### config.mk
export PLATFORM = sky130hd
export DESIGN_NAME = spi_flash_arbiter_flat
export DESIGN_NICKNAME = d
export VERILOG_FILES = /design/src/rtl/spi_flash_arbiter_if.sv /design/src/rtl/spi_flash_arbiter.sv /design/src/flat_wrapper.sv
export SDC_FILE = /design/constraint.sdc
export NUM_CORES = 1
export LEC_CHECK = 0
export BUFFER_PORTS_ARGS = -buffer_cell sky130_fd_sc_hd__buf_2
export CAP_MARGIN = 10
export CORE_ASPECT_RATIO = 0.5
export CORE_MARGIN = 2
export CORE_UTILIZATION = 65
export CTS_BUF_LIST = sky130_fd_sc_hd__clkbuf_8
export DETAILED_ROUTE_END_ITERATION = 10
export PLACE_DENSITY = 0.88
export SYNTH_ARGS = -nofsm -noshare
export SYNTH_HDL_FRONTEND = slang
export SYNTH_SLANG_ARGS = --single-unit
### constraint.sdc
create_clock -name clk -period 3.1 [get_ports clk]
set_clock_uncertainty 0.15 [all_clocks]
set_input_delay 0.155 -clock clk [delete_from_list [all_inputs] [get_ports clk]]
set_output_delay 0.155 -clock clk [all_outputs]
set_load 0.005 [all_outputs]
### src/rtl/spi_flash_arbiter_if.sv
// Bus bundle between the SPI flash arbiter, its two masters and the flash pads.
// Index 0 is the USB-to-SPI bridge and index 1 is the on-chip flash client.
interface spi_flash_arbiter_if;
    logic [1:0] req;
    logic [1:0] grant;
    logic [1:0] m_cs_b;
    logic [1:0] m_sck;
    logic [1:0] m_mosi;
    logic [1:0] m_miso;
    logic       spi_cs_b;
    logic       spi_sck;
    logic       spi_mosi;
    logic       spi_miso;
    logic       busy;
    logic       timeout;
    logic       timeout_src;

    // Arbiter side.
    modport slave (
        input  req,
        input  m_cs_b,
        input  m_sck,
        input  m_mosi,
        input  spi_miso,
        output grant,
        output m_miso,
        output spi_cs_b,
        output spi_sck,
        output spi_mosi,
        output busy,
        output timeout,
        output timeout_src
    );

    // Masters plus flash pads, seen from outside the arbiter.
    modport master (
        output req,
        output m_cs_b,
        output m_sck,
        output m_mosi,
        output spi_miso,
        input  grant,
        input  m_miso,
        input  spi_cs_b,
        input  spi_sck,
        input  spi_mosi,
        input  busy,
        input  timeout,
        input  timeout_src
    );
endinterface

### src/rtl/spi_flash_arbiter.sv
// Round-robin, transaction-atomic arbiter sharing one SPI flash between two masters,
// with a chip-select deselect guard and a hold-time watchdog.
module spi_flash_arbiter #(
    parameter int unsigned GUARD_CYCLES = 4,
    parameter logic [23:0] HOLD_TIMEOUT = 24'd12000000
) (
    input  logic                clk,
    input  logic                reset_n,
    spi_flash_arbiter_if.slave  bus
);

    localparam int unsigned GuardW = (GUARD_CYCLES > 0) ? $clog2(GUARD_CYCLES + 1) : 1;
    localparam logic [GuardW-1:0] GuardLoad = GuardW'(GUARD_CYCLES);

    typedef enum logic [1:0] {
        StIdle,
        StOwn,
        StGuard
    } state_e;

    state_e            state_q, state_d;
    logic [1:0]        grant_q, grant_d;
    logic [1:0]        lockout_q, lockout_d;
    logic              owner_q, owner_d;
    logic              cs_b_q, cs_b_d;
    logic              sck_q, sck_d;
    logic              mosi_q, mosi_d;
    logic [23:0]       wdog_q, wdog_d;
    logic [GuardW-1:0] guard_q, guard_d;
    logic              timeout_q, timeout_d;
    logic              timeout_src_q, timeout_src_d;

    logic [1:0] eligible;
    logic       winner;
    logic       release_ok;
    logic       expired;

    assign eligible = bus.req & ~lockout_q;
    // On a tie the master that did not own the bus last wins.
    assign winner     = (eligible == 2'b11) ? ~owner_q : eligible[1];
    assign release_ok = ~bus.req[owner_q] & bus.m_cs_b[owner_q];
    assign expired    = (HOLD_TIMEOUT != 24'd0) && (wdog_q == (HOLD_TIMEOUT - 24'd1));

    always_comb begin
        state_d       = state_q;
        grant_d       = grant_q;
        owner_d       = owner_q;
        cs_b_d        = 1'b1;
        sck_d         = 1'b0;
        mosi_d        = 1'b0;
        wdog_d        = wdog_q;
        guard_d       = guard_q;
        timeout_d     = 1'b0;
        timeout_src_d = timeout_src_q;
        lockout_d     = lockout_q & bus.req;

        unique case (state_q)
            StIdle: begin
                if (|eligible) begin
                    state_d = StOwn;
                    grant_d = 2'b01 << winner;
                    owner_d = winner;
                    wdog_d  = '0;
                end
            end

            StOwn: begin
                cs_b_d = bus.m_cs_b[owner_q];
                sck_d  = bus.m_sck[owner_q];
                mosi_d = bus.m_mosi[owner_q];
                wdog_d = wdog_q + 24'd1;
                if (release_ok || expired) begin
                    grant_d = 2'b00;
                    cs_b_d  = 1'b1;
                    sck_d   = 1'b0;
                    mosi_d  = 1'b0;
                    // A clean release in the expiry cycle is not a timeout.
                    if (!release_ok) begin
                        timeout_d          = 1'b1;
                        timeout_src_d      = owner_q;
                        lockout_d[owner_q] = 1'b1;
                    end
                    if (release_ok && (GUARD_CYCLES == 0)) begin
                        state_d = StIdle;
                    end else begin
                        state_d = StGuard;
                        guard_d = GuardLoad;
                    end
                end
            end

            StGuard: begin
                // Entered with a zero load only after a timeout with no guard configured.
                guard_d = (guard_q != '0) ? (guard_q - GuardW'(1)) : '0;
                if (guard_q <= GuardW'(1)) begin
                    state_d = StIdle;
                end
            end

            default: begin
                state_d = StIdle;
                grant_d = 2'b00;
            end
        endcase
    end

    always_ff @(posedge clk or negedge reset_n) begin
        if (!reset_n) begin
            state_q       <= StIdle;
            grant_q       <= 2'b00;
            lockout_q     <= 2'b00;
            owner_q       <= 1'b1;
            cs_b_q        <= 1'b1;
            sck_q         <= 1'b0;
            mosi_q        <= 1'b0;
            wdog_q        <= '0;
            guard_q       <= '0;
            timeout_q     <= 1'b0;
            timeout_src_q <= 1'b0;
        end else begin
            state_q       <= state_d;
            grant_q       <= grant_d;
            lockout_q     <= lockout_d;
            owner_q       <= owner_d;
            cs_b_q        <= cs_b_d;
            sck_q         <= sck_d;
            mosi_q        <= mosi_d;
            wdog_q        <= wdog_d;
            guard_q       <= guard_d;
            timeout_q     <= timeout_d;
            timeout_src_q <= timeout_src_d;
        end
    end

    assign bus.grant       = grant_q;
    assign bus.m_miso      = grant_q & {2{bus.spi_miso}};
    assign bus.spi_cs_b    = cs_b_q;
    assign bus.spi_sck     = sck_q;
    assign bus.spi_mosi    = mosi_q;
    assign bus.busy        = (state_q != StIdle);
    assign bus.timeout     = timeout_q;
    assign bus.timeout_src = timeout_src_q;

endmodule

### src/flat_wrapper.sv
// flat-port wrapper written by rule: the top's interface ports become plain ports
module spi_flash_arbiter_flat 
#(
    parameter int unsigned GUARD_CYCLES = 4,
    parameter logic [23:0] HOLD_TIMEOUT = 24'd12000000
)
  (clk, reset_n, bus_req, bus_m_cs_b, bus_m_sck, bus_m_mosi, bus_spi_miso, bus_grant, bus_m_miso, bus_spi_cs_b, bus_spi_sck, bus_spi_mosi, bus_busy, bus_timeout, bus_timeout_src);
  spi_flash_arbiter_if bus_i ();
  input  logic clk;
  input  logic reset_n;
  input wire logic [$bits(bus_i.req)-1:0] bus_req;
  input wire logic [$bits(bus_i.m_cs_b)-1:0] bus_m_cs_b;
  input wire logic [$bits(bus_i.m_sck)-1:0] bus_m_sck;
  input wire logic [$bits(bus_i.m_mosi)-1:0] bus_m_mosi;
  input wire logic [$bits(bus_i.spi_miso)-1:0] bus_spi_miso;
  output wire logic [$bits(bus_i.grant)-1:0] bus_grant;
  output wire logic [$bits(bus_i.m_miso)-1:0] bus_m_miso;
  output wire logic [$bits(bus_i.spi_cs_b)-1:0] bus_spi_cs_b;
  output wire logic [$bits(bus_i.spi_sck)-1:0] bus_spi_sck;
  output wire logic [$bits(bus_i.spi_mosi)-1:0] bus_spi_mosi;
  output wire logic [$bits(bus_i.busy)-1:0] bus_busy;
  output wire logic [$bits(bus_i.timeout)-1:0] bus_timeout;
  output wire logic [$bits(bus_i.timeout_src)-1:0] bus_timeout_src;
  assign bus_i.req = bus_req;
  assign bus_i.m_cs_b = bus_m_cs_b;
  assign bus_i.m_sck = bus_m_sck;
  assign bus_i.m_mosi = bus_m_mosi;
  assign bus_i.spi_miso = bus_spi_miso;
  assign bus_grant = bus_i.grant;
  assign bus_m_miso = bus_i.m_miso;
  assign bus_spi_cs_b = bus_i.spi_cs_b;
  assign bus_spi_sck = bus_i.spi_sck;
  assign bus_spi_mosi = bus_i.spi_mosi;
  assign bus_busy = bus_i.busy;
  assign bus_timeout = bus_i.timeout;
  assign bus_timeout_src = bus_i.timeout_src;
  spi_flash_arbiter #(.GUARD_CYCLES(GUARD_CYCLES), .HOLD_TIMEOUT(HOLD_TIMEOUT)) u_core (.clk(clk), .reset_n(reset_n), .bus(bus_i));
endmodule
==> results <==
- The total vias in the final route is 1975.
- The number of max-slew violations in the final report is 0.
- Summing every instance area after synthesis gives 2130 um2.
- The register area share after synthesis is 45.9%.
- The type of element launching the critical path is a flop.
- The total non-filler cell area in the finished layout is 2440 um2.
- Synthesis produced a netlist whose cell count is 229.
- Ranked by instance count, the synthesized netlist is headed by sky130_fd_sc_hd__dfrtp_1 (37), sky130_fd_sc_hd__nand2_1 (28), sky130_fd_sc_hd__a21oi_1 (16).
- In the synthesized netlist the dominant register cell turns out to be sky130_fd_sc_hd__dfrtp_1.
- The sum of net half-perimeters after detailed placement is 3210 um.
- 0 antenna diodes ended up in the layout.
- The synthesized netlist devotes 27.3% of its cell area to simple gates.
- The number of buffers added on ports is 20.
- The count of final hold-check violations was 0.
- After detailed routing, the total wire length is 5290 um.
- The maximum root-to-sink buffer count is 2.
- The number of antenna violations at the first check in global routing came to 0.
- Pin placement for this block handled 21 I/O pins.
- The part of the cycle the worst path needs is 74.4%.
- The remaining design rule violation count is 0.
- The number of non-filler instances in the completed layout is 299.
- Counting flops with an async set or reset pin after synthesis yields a share of 100%.
- The floorplan die width is 85.0 um.
- In the final design database the tool counted 272 nets.
- Summed over all failing endpoints, the final setup total negative slack is 0 ns.
- Routability-driven placement finished with a final weighted congestion of 0.834.
- In this run the worst path has a maximum fanout of 4.
- The class of the tightest hold or removal check is input pin to flop.
- Timing would allow up to 434 MHz.
- The area share of xor/xnor cells in the synthesized design is 0.411%.
- The TritonCTS clock tree is done.
- Yosys attributes the largest share of cell area to sky130_fd_sc_hd__dfrtp_1 (43%), sky130_fd_sc_hd__mux2i_1 (5.6%), sky130_fd_sc_hd__nand2_1 (4.9%).
- The flow ran to the end, and the final reports show no timing, DRC or antenna violations.
- Summing the areas of all fa, ha and maj instances in the mapped netlist gives 1.76% of the synthesized area.
- The overall track demand over capacity in global routing is 31.1%.
- The core region is 3070 um2.
- The number of global-route vias before repair is 1945.
- The worst-case IR drop observed on VDD is 0.649 mV.
- The remaining global-route overflow is 0.
- The count of final setup violators is 0.
- The detailed router's first-iteration violation count is 154.
- The clock period could shrink to 2.31 ns.
- STA classifies the critical path endpoint as a flop.
- The complex-gate fraction of the synthesized area is 15.3%.
- Compared with the post-synthesis result, the final layout area differs by 14.4%.
- The worst slack on hold paths is 0.0969 ns.
- The number of filler cells placed in the layout is 197.
- The global-route wire length before repair is 8940 um.
- The number of enable-type register cells in the synthesized netlist is 0.
- The later pin in the worst-skew pair is clocked with a latency of 0.30 ns.
- The flip-flop and latch count after synthesis is 39.
- Once placement completed, the tool counted placed cells totaling 283.
- Of the cells placed in the final design, the portion with a size suffix greater than 1 is 13.5%.
- The cell sitting at the root of the clock tree is a sky130_fd_sc_hd__clkbuf_8.
- The die outline area is 3780 um2.
- The mean instance size in the synthesized netlist is 9.30 um2.
- The main combinational cell family by area after synthesis is simple AND/OR/NAND/NOR gates.
- Measured against its own limit, the worst slew margin works out to 42.2%.
- The analysis attributes to cell leakage a power of 1.08 nW.
- During synthesis, Yosys emitted a total of 0 warnings.
- By startpoint and endpoint, the worst setup path is classified as flop to flop.
- Entering global routing, the biggest net connects 40 pins.
- Dividing the detail-routed wire length by the instance count gives 17.7 um.
- For the worst setup path, the data required time is 3.14 ns.
- The first detailed-routing pass ran for 4 iterations.
- After detailed placement, the total cell area comes to 2270 um2.
- The clock-pin transition on the worst setup and hold timing paths is 0.08 ns.
- The slew at the pin with the worst max-slew slack is 0.866 ns.
- The average via count per standard cell is 6.61.
- The total power is 1.71 mW.
- In this run the core area contains 14 standard-cell rows.
- The H-tree depth is 2.
- The number of distinct library cells after synthesis is 44.
- Dividing total power by cell area gives a power density of 700 nW/um2.
- Of the post-synthesis cell area, the part taken by muxes is 6.17%.
- Among all cell types in the netlist, the one instantiated most often is sky130_fd_sc_hd__dfrtp_1.
- The initial core utilization is 69.5%.
- The biggest area consumer among synthesized cells is sky130_fd_sc_hd__dfrtp_1.
- Across the run, the number of max-cap violations was 0.
- When the netlist entered floorplanning its net count stood at 243.
- Measured along the y axis, the die boundary spans 44.5 um.
- The storage element area is 978 um2.
- The tree built by TritonCTS fans out to 39 sinks.
- The area share of the leading cell type in the synthesized netlist is 43.5%.
- The number of buffers created by CTS is 5.
- The remaining antenna violation count after routing is 0.
- Setup repair after global routing left no endpoint under its margin.
- The post-cts gate resize count is 0.
- Summing all multi-input logic gate instances after layout gives 1090 um2.
- The arrival time reported for the critical path endpoint is 2.34 ns.
==> cells in the final DEF, fill, tap and decap left out, drive strengths merged, types with 9 or more instances in the layout <==
cell type | Yosys | final
nand2b | 13 | 13
o21ai | 11 | 11
inv | 8 | 9
dfrtp | 37 | 37
mux2i | 12 | 12
or4 | 10 | 10
nand2 | 28 | 28
nor4 | 10 | 10
a21oi | 16 | 16
buf | 4 | 23
==> per-layer routing <==
layer	vias up	global-route usage [%]	wire (um)
li1	906	-	-
met1	956	37.6	2200
met2	88	51.9	2500
met3	25	8.96	360
met4	0	16.8	232
met5	-	0	0
==> stage by stage <==
stage	util (%)	setup slack (ns)
floorplan	-	1.18
global placement	74.1	1.07
finish	79.5	0.794
CTS	79.5	0.885
global route	79.5	0.678
detailed placement	74.1	0.889
==> cells by family after synthesis <==
kind of cell | count (synthesis)
buf+inv | 17
simple gates | 105
mux | 13
compound gates | 51
fa+ha+maj | 3
flops | 39
xor+xnor | 1
==> worst max-delay path, cell delays in order, from the launching register on <==
cell and delay [ns]:
sky130_fd_sc_hd__dfrtp_1 0.40, sky130_fd_sc_hd__ha_1 0.19, sky130_fd_sc_hd__nand4_1 0.14, sky130_fd_sc_hd__nor4_1 0.64
sky130_fd_sc_hd__nand3_1 0.30, sky130_fd_sc_hd__mux2_1 0.38
==> sequential cells by signal (all words and copies together) (netlist names) <==
| name | count |
|---|---|
| u_core.bus.spi_sck | 1 |
| u_core.bus.spi_cs_b | 1 |
| u_core.lockout_q | 2 |
| u_core.state_q | 2 |
| u_core.wdog_q | 24 |
| u_core.bus.grant | 2 |
| u_core.bus.spi_mosi | 1 |
| u_core.guard_q | 3 |
| u_core.bus.timeout_src | 1 |
| u_core.bus.timeout | 1 |
| u_core.owner_q | 1 |
==> worst paths after layout <==
kind / startpoint / end / slack, ns / cells after the start
max in group asynchronous: reset_n / u_core.wdog_q[8] / 1.90 / 2
min in group asynchronous: reset_n / u_core.wdog_q[2] / 0.36 / 2
hold reg to reg: u_core.bus.timeout_src / u_core.bus.timeout_src / 0.35 / 1
hold / removal: bus_m_cs_b[0] / u_core.bus.spi_cs_b / 0.1 / 3
setup reg to reg: u_core.wdog_q[0] / u_core.bus.timeout_src / 0.79 / 5
setup / recovery: u_core.wdog_q[0] / u_core.bus.timeout_src / 0.79 / 5
==> where the power goes <==
group          internal, mW  switching, mW
clock                 0.154          0.190
sequential            0.603          0.116
combinational         0.250          0.393
total                  1.01          0.699
==> cell type report <==
type                            count  area share (%)
Multi-Input combinational cell    173            44.8
Inverter                            8            1.23
Clock inverter                      3           0.667
Clock buffer                        5            2.82
Sequential cell                    39            40.1
Timing Repair Buffer               31            8.32
Tap cell                           40            2.05
==> what timing repair did <==
action                    CTS  global route
hold buffers                8             0
buffers inserted            0             0
hold endpoints to repair   42             0
No activity file was read; power rests on OpenSTA's default activity.
